$ cat src/rtl/mul_unit.sv
// Iterative 64x64 multiplier (MUL/UMULH/SMULH) between register-file read and write ports.
// Latency 65 edges from the Start capture to the one-cycle Done/RegWr pulse; Start is ignored while Busy.
module mul_unit (
  input  logic        Clk,
  input  logic        Reset,
  input  logic        Start,
  input  logic [1:0]  Op,
  input  logic [63:0] BusA,
  input  logic [63:0] BusB,
  input  logic [4:0]  Rd,
  output logic        Busy,
  output logic        Done,
  output logic [63:0] BusW,
  output logic [4:0]  RW,
  output logic        RegWr
);

  typedef enum logic [1:0] {
    S_IDLE = 2'd0,
    S_RUN  = 2'd1,
    S_FIX  = 2'd2,
    S_DONE = 2'd3
  } state_t;

  localparam logic [1:0] OP_UMULH = 2'b01;
  localparam logic [1:0] OP_SMULH = 2'b10;

  state_t      state_q, state_d;
  logic [63:0] mcand_q, mcand_d;
  logic [63:0] hi_q, hi_d;
  logic [63:0] lo_q, lo_d;
  logic [5:0]  cnt_q, cnt_d;
  logic        neg_q, neg_d;
  logic        sel_hi_q, sel_hi_d;
  logic [4:0]  rd_q, rd_d;
  logic [63:0] busw_q, busw_d;
  logic [4:0]  rw_q, rw_d;
  logic        busy_q, busy_d;
  logic        done_q, done_d;

  logic        is_smulh;
  logic [63:0] abs_a, abs_b;
  logic [64:0] sum;
  logic [127:0] prod;

  // Signed high multiply runs on magnitudes; 2^63 still fits the unsigned 64-bit datapath.
  always_comb begin
    is_smulh = (Op == OP_SMULH);
    abs_a    = BusA[63] ? (~BusA + 64'd1) : BusA;
    abs_b    = BusB[63] ? (~BusB + 64'd1) : BusB;
    sum      = {1'b0, hi_q} + (lo_q[0] ? {1'b0, mcand_q} : 65'd0);
    prod     = neg_q ? (~{hi_q, lo_q} + 128'd1) : {hi_q, lo_q};
  end

  always_comb begin
    state_d  = state_q;
    mcand_d  = mcand_q;
    hi_d     = hi_q;
    lo_d     = lo_q;
    cnt_d    = cnt_q;
    neg_d    = neg_q;
    sel_hi_d = sel_hi_q;
    rd_d     = rd_q;
    busw_d   = busw_q;
    rw_d     = rw_q;
    busy_d   = busy_q;
    done_d   = done_q;

    case (state_q)
      S_IDLE, S_DONE: begin
        done_d  = 1'b0;
        busy_d  = 1'b0;
        state_d = S_IDLE;
        if (Start) begin
          state_d  = S_RUN;
          busy_d   = 1'b1;
          cnt_d    = 6'd0;
          mcand_d  = is_smulh ? abs_a : BusA;
          lo_d     = is_smulh ? abs_b : BusB;
          hi_d     = 64'd0;
          neg_d    = is_smulh & (BusA[63] ^ BusB[63]);
          sel_hi_d = (Op == OP_UMULH) || is_smulh;
          rd_d     = Rd;
        end
      end

      S_RUN: begin
        // Add-then-shift: the 65th sum bit becomes hi[63] after the shift.
        hi_d  = sum[64:1];
        lo_d  = {sum[0], lo_q[63:1]};
        cnt_d = cnt_q + 6'd1;
        if (cnt_q == 6'd63) begin
          state_d = S_FIX;
        end
      end

      S_FIX: begin
        busw_d  = sel_hi_q ? prod[127:64] : prod[63:0];
        rw_d    = rd_q;
        busy_d  = 1'b0;
        done_d  = 1'b1;
        state_d = S_DONE;
      end

      default: state_d = S_IDLE;
    endcase
  end

  always_ff @(posedge Clk) begin
    if (Reset) begin
      state_q  <= S_IDLE;
      mcand_q  <= 64'd0;
      hi_q     <= 64'd0;
      lo_q     <= 64'd0;
      cnt_q    <= 6'd0;
      neg_q    <= 1'b0;
      sel_hi_q <= 1'b0;
      rd_q     <= 5'd0;
      busw_q   <= 64'd0;
      rw_q     <= 5'd0;
      busy_q   <= 1'b0;
      done_q   <= 1'b0;
    end else begin
      state_q  <= state_d;
      mcand_q  <= mcand_d;
      hi_q     <= hi_d;
      lo_q     <= lo_d;
      cnt_q    <= cnt_d;
      neg_q    <= neg_d;
      sel_hi_q <= sel_hi_d;
      rd_q     <= rd_d;
      busw_q   <= busw_d;
      rw_q     <= rw_d;
      busy_q   <= busy_d;
      done_q   <= done_d;
    end
  end

  assign Busy  = busy_q;
  assign Done  = done_q;
  assign RegWr = done_q;
  assign BusW  = busw_q;
  assign RW    = rw_q;

endmodule

$ cat config.mk
export PLATFORM = sky130hd
export DESIGN_NAME = mul_unit
export DESIGN_NICKNAME = d
export VERILOG_FILES = /design/src/rtl/mul_unit.sv
export SDC_FILE = /design/constraint.sdc
export NUM_CORES = 1
export LEC_CHECK = 0
export CAP_MARGIN = 20
export CORE_ASPECT_RATIO = 1.25
export CORE_UTILIZATION = 54
export CTS_BUF_LIST = sky130_fd_sc_hd__clkbuf_8
export CTS_CLUSTER_SIZE = 8
export DETAILED_ROUTE_END_ITERATION = 7
export GPL_TIMING_DRIVEN = 0
export PLACE_DENSITY = 0.91
export SLEW_MARGIN = 10
export SYNTH_ARGS = -nofsm -noshare
export SYNTH_HDL_FRONTEND = slang
export SYNTH_SLANG_ARGS = --single-unit
$ cat constraint.sdc
create_clock -name Clk -period 3.5 [get_ports Clk]
set_clock_uncertainty 0.1 [all_clocks]
set_input_delay 0.35 -clock Clk [delete_from_list [all_inputs] [get_ports Clk]]
set_output_delay 0.35 -clock Clk [all_outputs]
set_load 0.05 [all_outputs]
== Word level (Yosys, flattened, before mapping) ==
Index checks and enable logic that the tools add are counted.

* Logic and storage cells: 56
* Input port bits: 138
* Register bits: 278
* Output and inout port bits: 72

* Muxes and demuxes: 19
* Equal/unequal tests: 8
* Bitwise logic cells: 5
* Add/sub/neg operators: 5
* Reductions and logical operators: 7

{| class="wikitable"
|+ Operator list
! operator !! count
|-
| $mux 64 || 8
|-
| $pmux 64 s2 || 2
|-
| $add 128x1->128 const B || 1
|-
| $add 64x1->64 const B || 2
|-
| $mux 128 || 1
|-
| $not 128->128 || 1
|-
| $not 64->64 || 2
|-
| $add 64x64->65 || 1
|-
| $pmux 6 s2 || 1
|-
| $add 6x1->6 const B || 1
|-
| $eq 2x2->1 const B || 3
|-
| $eq 6x6->1 const B || 1
|-
| $mux 6 || 1
|-
| $pmux 2 s3 || 1
|-
| $eq 2x1->1 const B || 2
|-
| $ne 2x2->1 const B || 2
|-
| $pmux 1 s2 || 2
|-
| $reduce_and 2->1 || 2
|-
| $reduce_bool 2->1 || 2
|-
| $logic_not 2->1 || 1
|-
| $mux 1 || 2
|-
| $mux 2 || 1
|-
| $reduce_or 2->1 || 1
|-
| $and 1x1->1 || 1
|-
| 2 further kinds || 2
|}

== Logic depth before layout (Yosys ltp) ==
Gate-level depths: netlist of the first run.

* Word-level depth: 6
* Gate-level depth with buffers: 15
* Gate-level depth less buffers: 14

== Worst setup path before layout of the first run ==
Ideal clock, no wire load.

* Path type: register -> register
* Start: register lo_q[0]
* End: register hi_q[63]
* Arrival: 3.361 ns
* Stages on the path, launching flop included: 16
* Period minus slack after synthesis: 3.578 ns
* Data required time: 3.283 ns
* Setup time: 0.117 ns
* Path slack: -0.078 ns
* Path buffers: 1
* Cell sequence: dfxtp_1 -> clkbuf_1 -> and2_1 -> ha_1 -> inv_1 -> fa_1 -> nand2b_1 -> a21oi_1 -> o41a_1 -> a221o_1 -> a41oi_1 -> o21ai_0 -> a21oi_1 -> o21bai_1 -> a211o_1 -> a22o_1

* Word-level cells in the longest chain between the ends: 3

{| class="wikitable"
|+ RTL lines
! what !! line !! source
|-
| from (decl) || 31 || <nowiki>logic [63:0] lo_q, lo_d;</nowiki>
|-
| from (signal assigned) || 127 || <nowiki>lo_q <= lo_d;</nowiki>
|-
| $mux 64 || 51 || <nowiki>sum = {1'b0, hi_q} + (lo_q[0] ? {1'b0, mcand_q} : 65'd0);</nowiki>
|-
| $add 64x64->65 || 51 ||
|-
| $pmux 64 s2 || 69 || <nowiki>case (state_q)</nowiki>
|-
| to (signal assigned) || 126 || <nowiki>hi_q <= hi_d;</nowiki>
|-
| to (decl) || 30 || <nowiki>logic [63:0] hi_q, hi_d;</nowiki>
|}

Every way passes these cells.
A chain may end at the register's enable or synchronous reset.

== Final worst setup path of the first run ==
* Start: register lo_q[49]
* End: register busw_q[56], in the netlist BusW[56]

* Word-level cells in the longest chain between the ends: 4

{| class="wikitable"
|+ RTL lines
! what !! line !! source
|-
| $not 128->128 || 52 || <nowiki>prod = neg_q ? (~{hi_q, lo_q} + 128'd1) : {hi_q, lo_q};</nowiki>
|-
| $add 128x1->128 || 52 ||
|-
| $mux 128 || 52 ||
|-
| $mux 64 || 98 || <nowiki>busw_d = sel_hi_q ? prod[127:64] : prod[63:0];</nowiki>
|-
| to (signal assigned) || 132 || <nowiki>busw_q <= busw_d;</nowiki>
|-
| to (decl) || 36 || <nowiki>logic [63:0] busw_q, busw_d;</nowiki>
|}

Every way passes these cells.

==> out/metrics.csv, run 1 <==
metric;value;unit
Boundary Pins;210;
CP startpoint;lo_q[49];
Sink Count;278;
post-layout util;0.707;
GR Util met1;0.517;
Peak Freq;265;MHz
Clock H-tree levels;2;
vias per cell;6.80;
Critical R2R Launch;lo_q[49];
met3 Usage GRT;0.0896;
Final WS setup;-0.267;ns
CP Cell Sequence;or4_4, or4b_4, nand3b_1, buf_6, nand4b_4, nor4b_4, buf_4, nand4_4, o31ai_4, xnor2_2, a221oi_2, nor2_1;
total CTS buffers;47;
outcome;complete, but fails checks;
Post-Route Setup TNS;-3.89;ns
post-synthesis register bit count;278;
WP depth;12;
total grt overflow;0;
RSZ-0062 raised after global routing;yes;
fill cell count;2877;
hold slack;-0.00500;ns
nets@finish;3302;
CORE AREA;0.0373;mm2
initial antenna violation count;0;
Area Overhead vs Synth;29.0;%
Synthesis Warnings;0;
crit path capture;BusW[56];
cell area after synthesis;0.0204;mm2
Critical Path Max Stage Delay;0.54;ns
CP max stage cell;or4b_4;
met2 global-route usage;0.779;
P_leak;9.77;nW
Mapped Avg Cell Area;7.40;um2
global-route wire length before repair;136000;um
Final setup viols;42;
Inserted Diodes;0;
PD cells;574;mW/mm2
post-detail-place hpwl;69300;um
RePlAce Congestion;1.07;
count of flip-flops with a built-in enable after synthesis;0;
Final min period;3.77;ns
WS Path Type;reg -> reg;
Crit Path Max Fanout;4;
Vias;24500;
clock-pin slew of the registers on the worst-case setup and hold paths;0.06;ns
Max VDD drop;0.394;mV
Root Driver;clkbuf_8;
worst r2r path cells;12;
largest net degree at the start of global routing;14;
Relative slew margins;0.174;
Clock Path Buffers;3;
Port Buf Inserts;207;
Tightest Hold Check Type;in -> reg;
Crit path arrival time;4.16;ns
fin. max-slew vios;0;
failing checks;negative hold slack, negative setup slack;
Tot Pwr;0.0151;W
post-synthesis cell count;2760;
effective utilization at floorplan;0.548;
R2R setup slack;-0.27;ns
CP startpoint kind;flop;
Die Wd;176;um
most used flip-flop cell after synthesis;dfxtp_1;
share of post-route cells with drive strength above 1;0.138;
max-cap viol count;0;
Clk Latency, worst-skew pair;0.65;ns
CP Capture Type;flop;
vias in the first global route;23300;
Die Y-Extent;219;um
clock tree from TritonCTS;done;
synth unique cells;82;
drt total wl;94700;um
antenna-violating nets left;0;
fin crit share;1.08;
most used routing layer;met2;
R2R Path End;BusW[56];
worst path required time;3.89;ns
WL/cell;26.2;um
DRT iter0 DRCs;2820;
die area;0.0386;mm2
All-Layer GR Usage;0.467;
Top delay family on crit path;simple AND/OR/NAND/NOR gates;
Post-Syn Nets;2971;
Post-Place Worst Slack;-1.61;ns
TritonRoute pass-1 iters;8;
detailed-route DRC error count;0;
post-synthesis async set-or-reset flop share;0;
final count of hold timing violations;1;
crit path buf inv count;2;
Rows;79;
Worst Tran Pin Value;1.24;ns
sequential element share of the synthesized area;0.273;
==> flip-flops by register name, summed over array words and instances (netlist names) <==
register,cells
BusW,64
Busy,1
Done,1
RW,5
cnt_q,6
hi_q,64
lo_q,64
mcand_q,64
neg_q,1
rd_q,5
sel_hi_q,1
state_q,2
==> metal layers <==
metal,routed length (um),share of wire
met4,9190,0.097
met1,33400,0.35
met3,9030,0.095
met2,43100,0.45
met5,0,0
==> worst min-delay path: stages <==
cell	delay [ns]
clkbuf_2	0.13
or3_1	0.12
a311oi_1	0.07
==> report_power, final <==
part           switching, W  internal [W]  leakage [nW]
Sequential         0.000684       0.00379          2.27
Combinational       0.00514       0.00256          6.98
Clock               0.00147       0.00148         0.516
==> final cells by class <==
class	count	area, um2	share of cell area
clock inverters	23	116	0.00442
clock buffers	57	785	0.0298
well taps	486	608	0.0231
plain buffers	164	684	0.0260
flip-flops and latches	278	5580	0.212
multi-input cells	2253	15500	0.589
inverters	44	165	0.00627
repair buffers	303	2880	0.109
==> placed cells by master (no fill, tap or decap), types with 74 or more instances in the layout <==
cell	instances
a31oi_1	89
xor2_1	117
nand2_1	340
xnor2_1	111
nand3_1	97
a21oi_1	147
nor2_1	232
clkbuf_1	137
dfxtp_1	272
o21ai_0	153
clkdlybuf4s50_1	203
buf_4	74
==> synth_stat cells, types with 8 or more instances <==
library cell	count	area, um2
nand2_1	351	1320
dfxtp_1	278	5570
nor2_1	239	897
o21ai_0	202	1010
clkbuf_1	170	638
a21oi_1	164	821
xor2_1	117	1020
xnor2_1	116	1020
nand3_1	104	521
a31oi_1	90	563
ha_1	72	901
and2_1	70	438
nor3_1	68	340
a211oi_1	63	473
a21o_1	53	398
or3_1	53	332
o31ai_1	49	368
inv_1	42	158
nand4_1	37	231
a22oi_1	35	263
a22o_1	30	263
nor4_1	28	175
or4_1	25	188
and3_1	22	138
mux2i_1	22	220
o41ai_1	20	175
o211ai_1	17	128
nand2b_1	16	100
buf_1	14	52.6
o21bai_1	14	105
o21a_1	13	97.6
a32o_1	11	110
or2_2	11	68.8
a221oi_1	10	87.6
nand3b_1	9	67.6
a211o_1	8	70.1
nor2b_1	8	50.1
==> what timing repair did <==
item,in CTS,in global routing
endpoints found under the setup margin,160,108
hold buffers,0,1
buffers inserted,61,33
hold endpoints to repair,0,1
pin swaps,86,89
cloned,1,0
resized for setup,231,170
==> stage by stage <==
step | std cells | cell area, um2
2_1_floorplan | 2760 | 20400
3_5_place_dp | 3454 | 23100
5_1_grt | 3608 | 26300
3_3_place_gp | 3453 | 23100
6_report | 3608 | 26300
4_1_cts | 3586 | 25500
==> cells by family (layout without fill, tap and decap cells) <==
kind of cell,count (synthesis),count (layout),share of synthesized area
adders and majority gates,73,73,0.0451
buffers and inverters,229,591,0.0423
and+or+nand+nor,1077,1077,0.257
AOI/OAI and AO/OA,845,845,0.271
DFF,278,278,0.273
xor gates and xnor gates,233,233,0.0999
muxes,25,25,0.0124
==> worst min path at each step <==
| stage | from | end | slack [ns] | cells past startpoint |
|---|---|---|---|---|
| after floorplan | mcand_q[0] | mcand_q[0] | 0.33 | 2 |
| after global placement | BusW[41] | BusW[41] | 0.33 | 1 |
| after detailed placement | BusW[39] | BusW[39] | 0.35 | 2 |
| after CTS | BusA[14] | mcand_q[14] | 0.02 | 3 |
| after global routing | BusA[13] | mcand_q[13] | 0.03 | 3 |
| final | BusA[13] | mcand_q[13] | -0.005 | 3 |
No activity file was read; power rests on OpenSTA's default activity.
==> run 2: changes to the inputs <==
--- a/config.mk
+++ b/config.mk
@@ -11,7 +11,7 @@
 export CTS_BUF_LIST = sky130_fd_sc_hd__clkbuf_8
 export CTS_CLUSTER_SIZE = 8
 export DETAILED_ROUTE_END_ITERATION = 7
-export GPL_TIMING_DRIVEN = 0
+export GPL_TIMING_DRIVEN = 1
 export PLACE_DENSITY = 0.91
 export SLEW_MARGIN = 10
 export SYNTH_ARGS = -nofsm -noshare
==> out/metrics.csv, run 2 (synthesis results as in run 1) <==
metric;value;unit;change
Tot Pwr;0.0149;W;was 0.0151 W
Crit path arrival time;3.97;ns;was 4.16 ns
die area;0.0386;mm2;unchanged
WS Path Type;reg -> reg;;unchanged
final count of hold timing violations;0;;was 1
failing checks;negative setup slack;;was negative hold slack, negative setup slack
Critical R2R Launch;lo_q[49];;unchanged
CP Capture Type;flop;;unchanged
Clock H-tree levels;2;;unchanged
Die Wd;176;um;unchanged
Root Driver;clkbuf_8;;unchanged
drt total wl;80300;um;was 94700 um
max-cap viol count;0;;unchanged
Port Buf Inserts;209;;was 207
clock-pin slew of the registers on the worst-case setup and hold paths;0.06;ns;about the same
Clk Latency, worst-skew pair;0.62;ns;was 0.65 ns
total grt overflow;0;;unchanged
share of post-route cells with drive strength above 1;0.210;;was 0.138
min-delay src;BusA[16];;was BusA[13]
P_leak;11.2;nW;was 9.77 nW
dpl cell area;0.0256;mm2;was 0.0231 mm2
PD cells;536;mW/mm2;was 574 mW/mm2
TritonRoute pass-1 iters;8;;unchanged
worst path required time;3.91;ns;was 3.89 ns
largest net degree at the start of global routing;99;;was 14
All-Layer GR Usage;0.388;;was 0.467
Die Y-Extent;219;um;unchanged
Hold Crit Endpoint;mcand_q[16];;was mcand_q[13]
Inserted Diodes;0;;unchanged
Peak Freq;281;MHz;was 265 MHz
Area Overhead vs Synth;36.3;%;was 29.0%
Crit Path Max Fanout;4;;unchanged
Worst Tran Pin Value;0.895;ns;was 1.24 ns
effective utilization at floorplan;0.548;;unchanged
hold slack;0.0419;ns;was -0.00500 ns
Relative slew margins;0.403;;was 0.174
post-detail-place hpwl;57800;um;was 69300 um
DRT iter0 DRCs;2774;;was 2820
Final setup viols;6;;was 42
Clock Path Buffers;3;;unchanged
outcome;complete, but fails checks;;unchanged
CORE AREA;0.0373;mm2;unchanged
Post-Place Worst Slack;-0.633;ns;was -1.61 ns
Boundary Pins;210;;unchanged
Tightest Hold Check Type;in -> reg;;unchanged
hold_buf cts;0;;unchanged
Rows;79;;unchanged
post-layout util;0.747;;was 0.707
R2R Path End;BusW[55];;was BusW[56]
detailed-route DRC error count;0;;unchanged
most common cell after layout, fill and taps aside;buf_4;;was nand2_1
initial antenna violation count;1;;was 0
Vias;24100;;was 24500
vias in the first global route;23100;;was 23300
WL/cell;21.2;um;was 26.2 um
fin. max-slew vios;0;;unchanged
nets@finish;3482;;was 3302
RePlAce Congestion;1.01;;was 1.07
design area;0.0278;mm2;was 0.0263 mm2
Worst Hold Depth;3;;unchanged
total CTS buffers;46;;was 47
clock tree from TritonCTS;done;;unchanged
Sink Count;278;;unchanged
Final WS setup;-0.0606;ns;was -0.267 ns
Max VDD drop;0.552;mV;was 0.394 mV
R2R setup slack;-0.06;ns;was -0.27 ns
CP startpoint kind;flop;;unchanged
worst r2r path cells;12;;unchanged
RSZ-0062 raised after global routing;yes;;unchanged
commonest non-fill, non-tap cells in the layout;420 x buf_4, 343 x nand2_1, 273 x dfxtp_1, 234 x nor2_1, 204 x clkdlybuf4s50_1;;was 340 x nand2_1, 272 x dfxtp_1, 232 x nor2_1, 203 x clkdlybuf4s50_1, 153 x o21ai_0
antenna-violating nets left;0;;unchanged
fin crit share;1.02;;was 1.08
vias per cell;6.37;;was 6.80
global-route wire length before repair;120000;um;was 136000 um
Final min period;3.56;ns;was 3.77 ns
-- run 2: cell count changes in the layout (fill, tap and decap cells not counted), moves of 8 or more --
cell	change
nor4_1	+9
ha_1	+8
buf_1	-13
buf_6	-11
o21ai_0	+21
o21ai_1	-11
clkbuf_1	-137
nor3_1	+8
inv_1	+8
buf_4	+346
o21ai_2	-9
clkbuf_2	-8
-- run 2: layer usage --
layer,GRT usage,up-vias,part of all wire
met4,0.226,0,0.059
met5,0,-,0
met1,0.480,11400,0.39
met2,0.650,1321,0.47
met3,0.0435,298,0.081
li1,-,11100,-
-- run 2: worst max-delay path, cell delays in order, from the launching register on --
cell and delay (ns):
dfxtp_2 0.32, or4_4 0.53, or4b_4 0.57, nand3b_1 0.24
nand4b_1 0.26, buf_6 0.17, nor3_4 0.22, buf_6 0.14
nand3_4 0.10, o31ai_4 0.28, xor2_1 0.20, a21oi_1 0.09
a31o_2 0.23
-- run 2: power by group --
part	internal, W	total [W]	switching (W)
clock	0.00156	0.00296	0.00140
sequential	0.00378	0.00426	0.000477
combinational	0.00297	0.00771	0.00475
-- run 2: worst max path at each step --
stage | cells past startpoint | start | to | slack, ns
2_1_floorplan | 10 | BusA[16] | mcand_q[41] | 0.004
3_3_place_gp | 11 | BusA[16] | mcand_q[41] | -0.52
3_5_place_dp | 11 | BusA[16] | mcand_q[41] | -0.63
4_1_cts | 10 | lo_q[49] | BusW[6] | -0.08
5_1_grt | 17 | lo_q[0] | hi_q[52] | -0.20
6_report | 12 | lo_q[49] | BusW[55] | -0.06
-- run 2: per-stage QoR --
step                std cells  TNS, ns
floorplan                2760        0
global placement         3675   -16.97
detailed placement       3675   -21.32
CTS                      3762   -0.179
global route             3788    -2.01
finish                   3788   -0.214
-- run 2: final cells by class --
cell class | instances | area, um2
multi-input combinational | 2253 | 15000
sequential | 278 | 5580
timing repair buffer | 648 | 5590
clock inverter | 24 | 148
fill | 2774 | 9420
clock buffer | 55 | 757
tap | 486 | 608
inverter | 44 | 165
-- run 2: repair_timing --
| action | CTS | global route |
|---|---|---|
| gates cloned | 1 | 3 |
| pin swaps | 20 | 89 |
| resized for setup | 58 | 160 |
| buffers inserted | 7 | 24 |
| endpoints found under the setup margin | 61 | 77 |
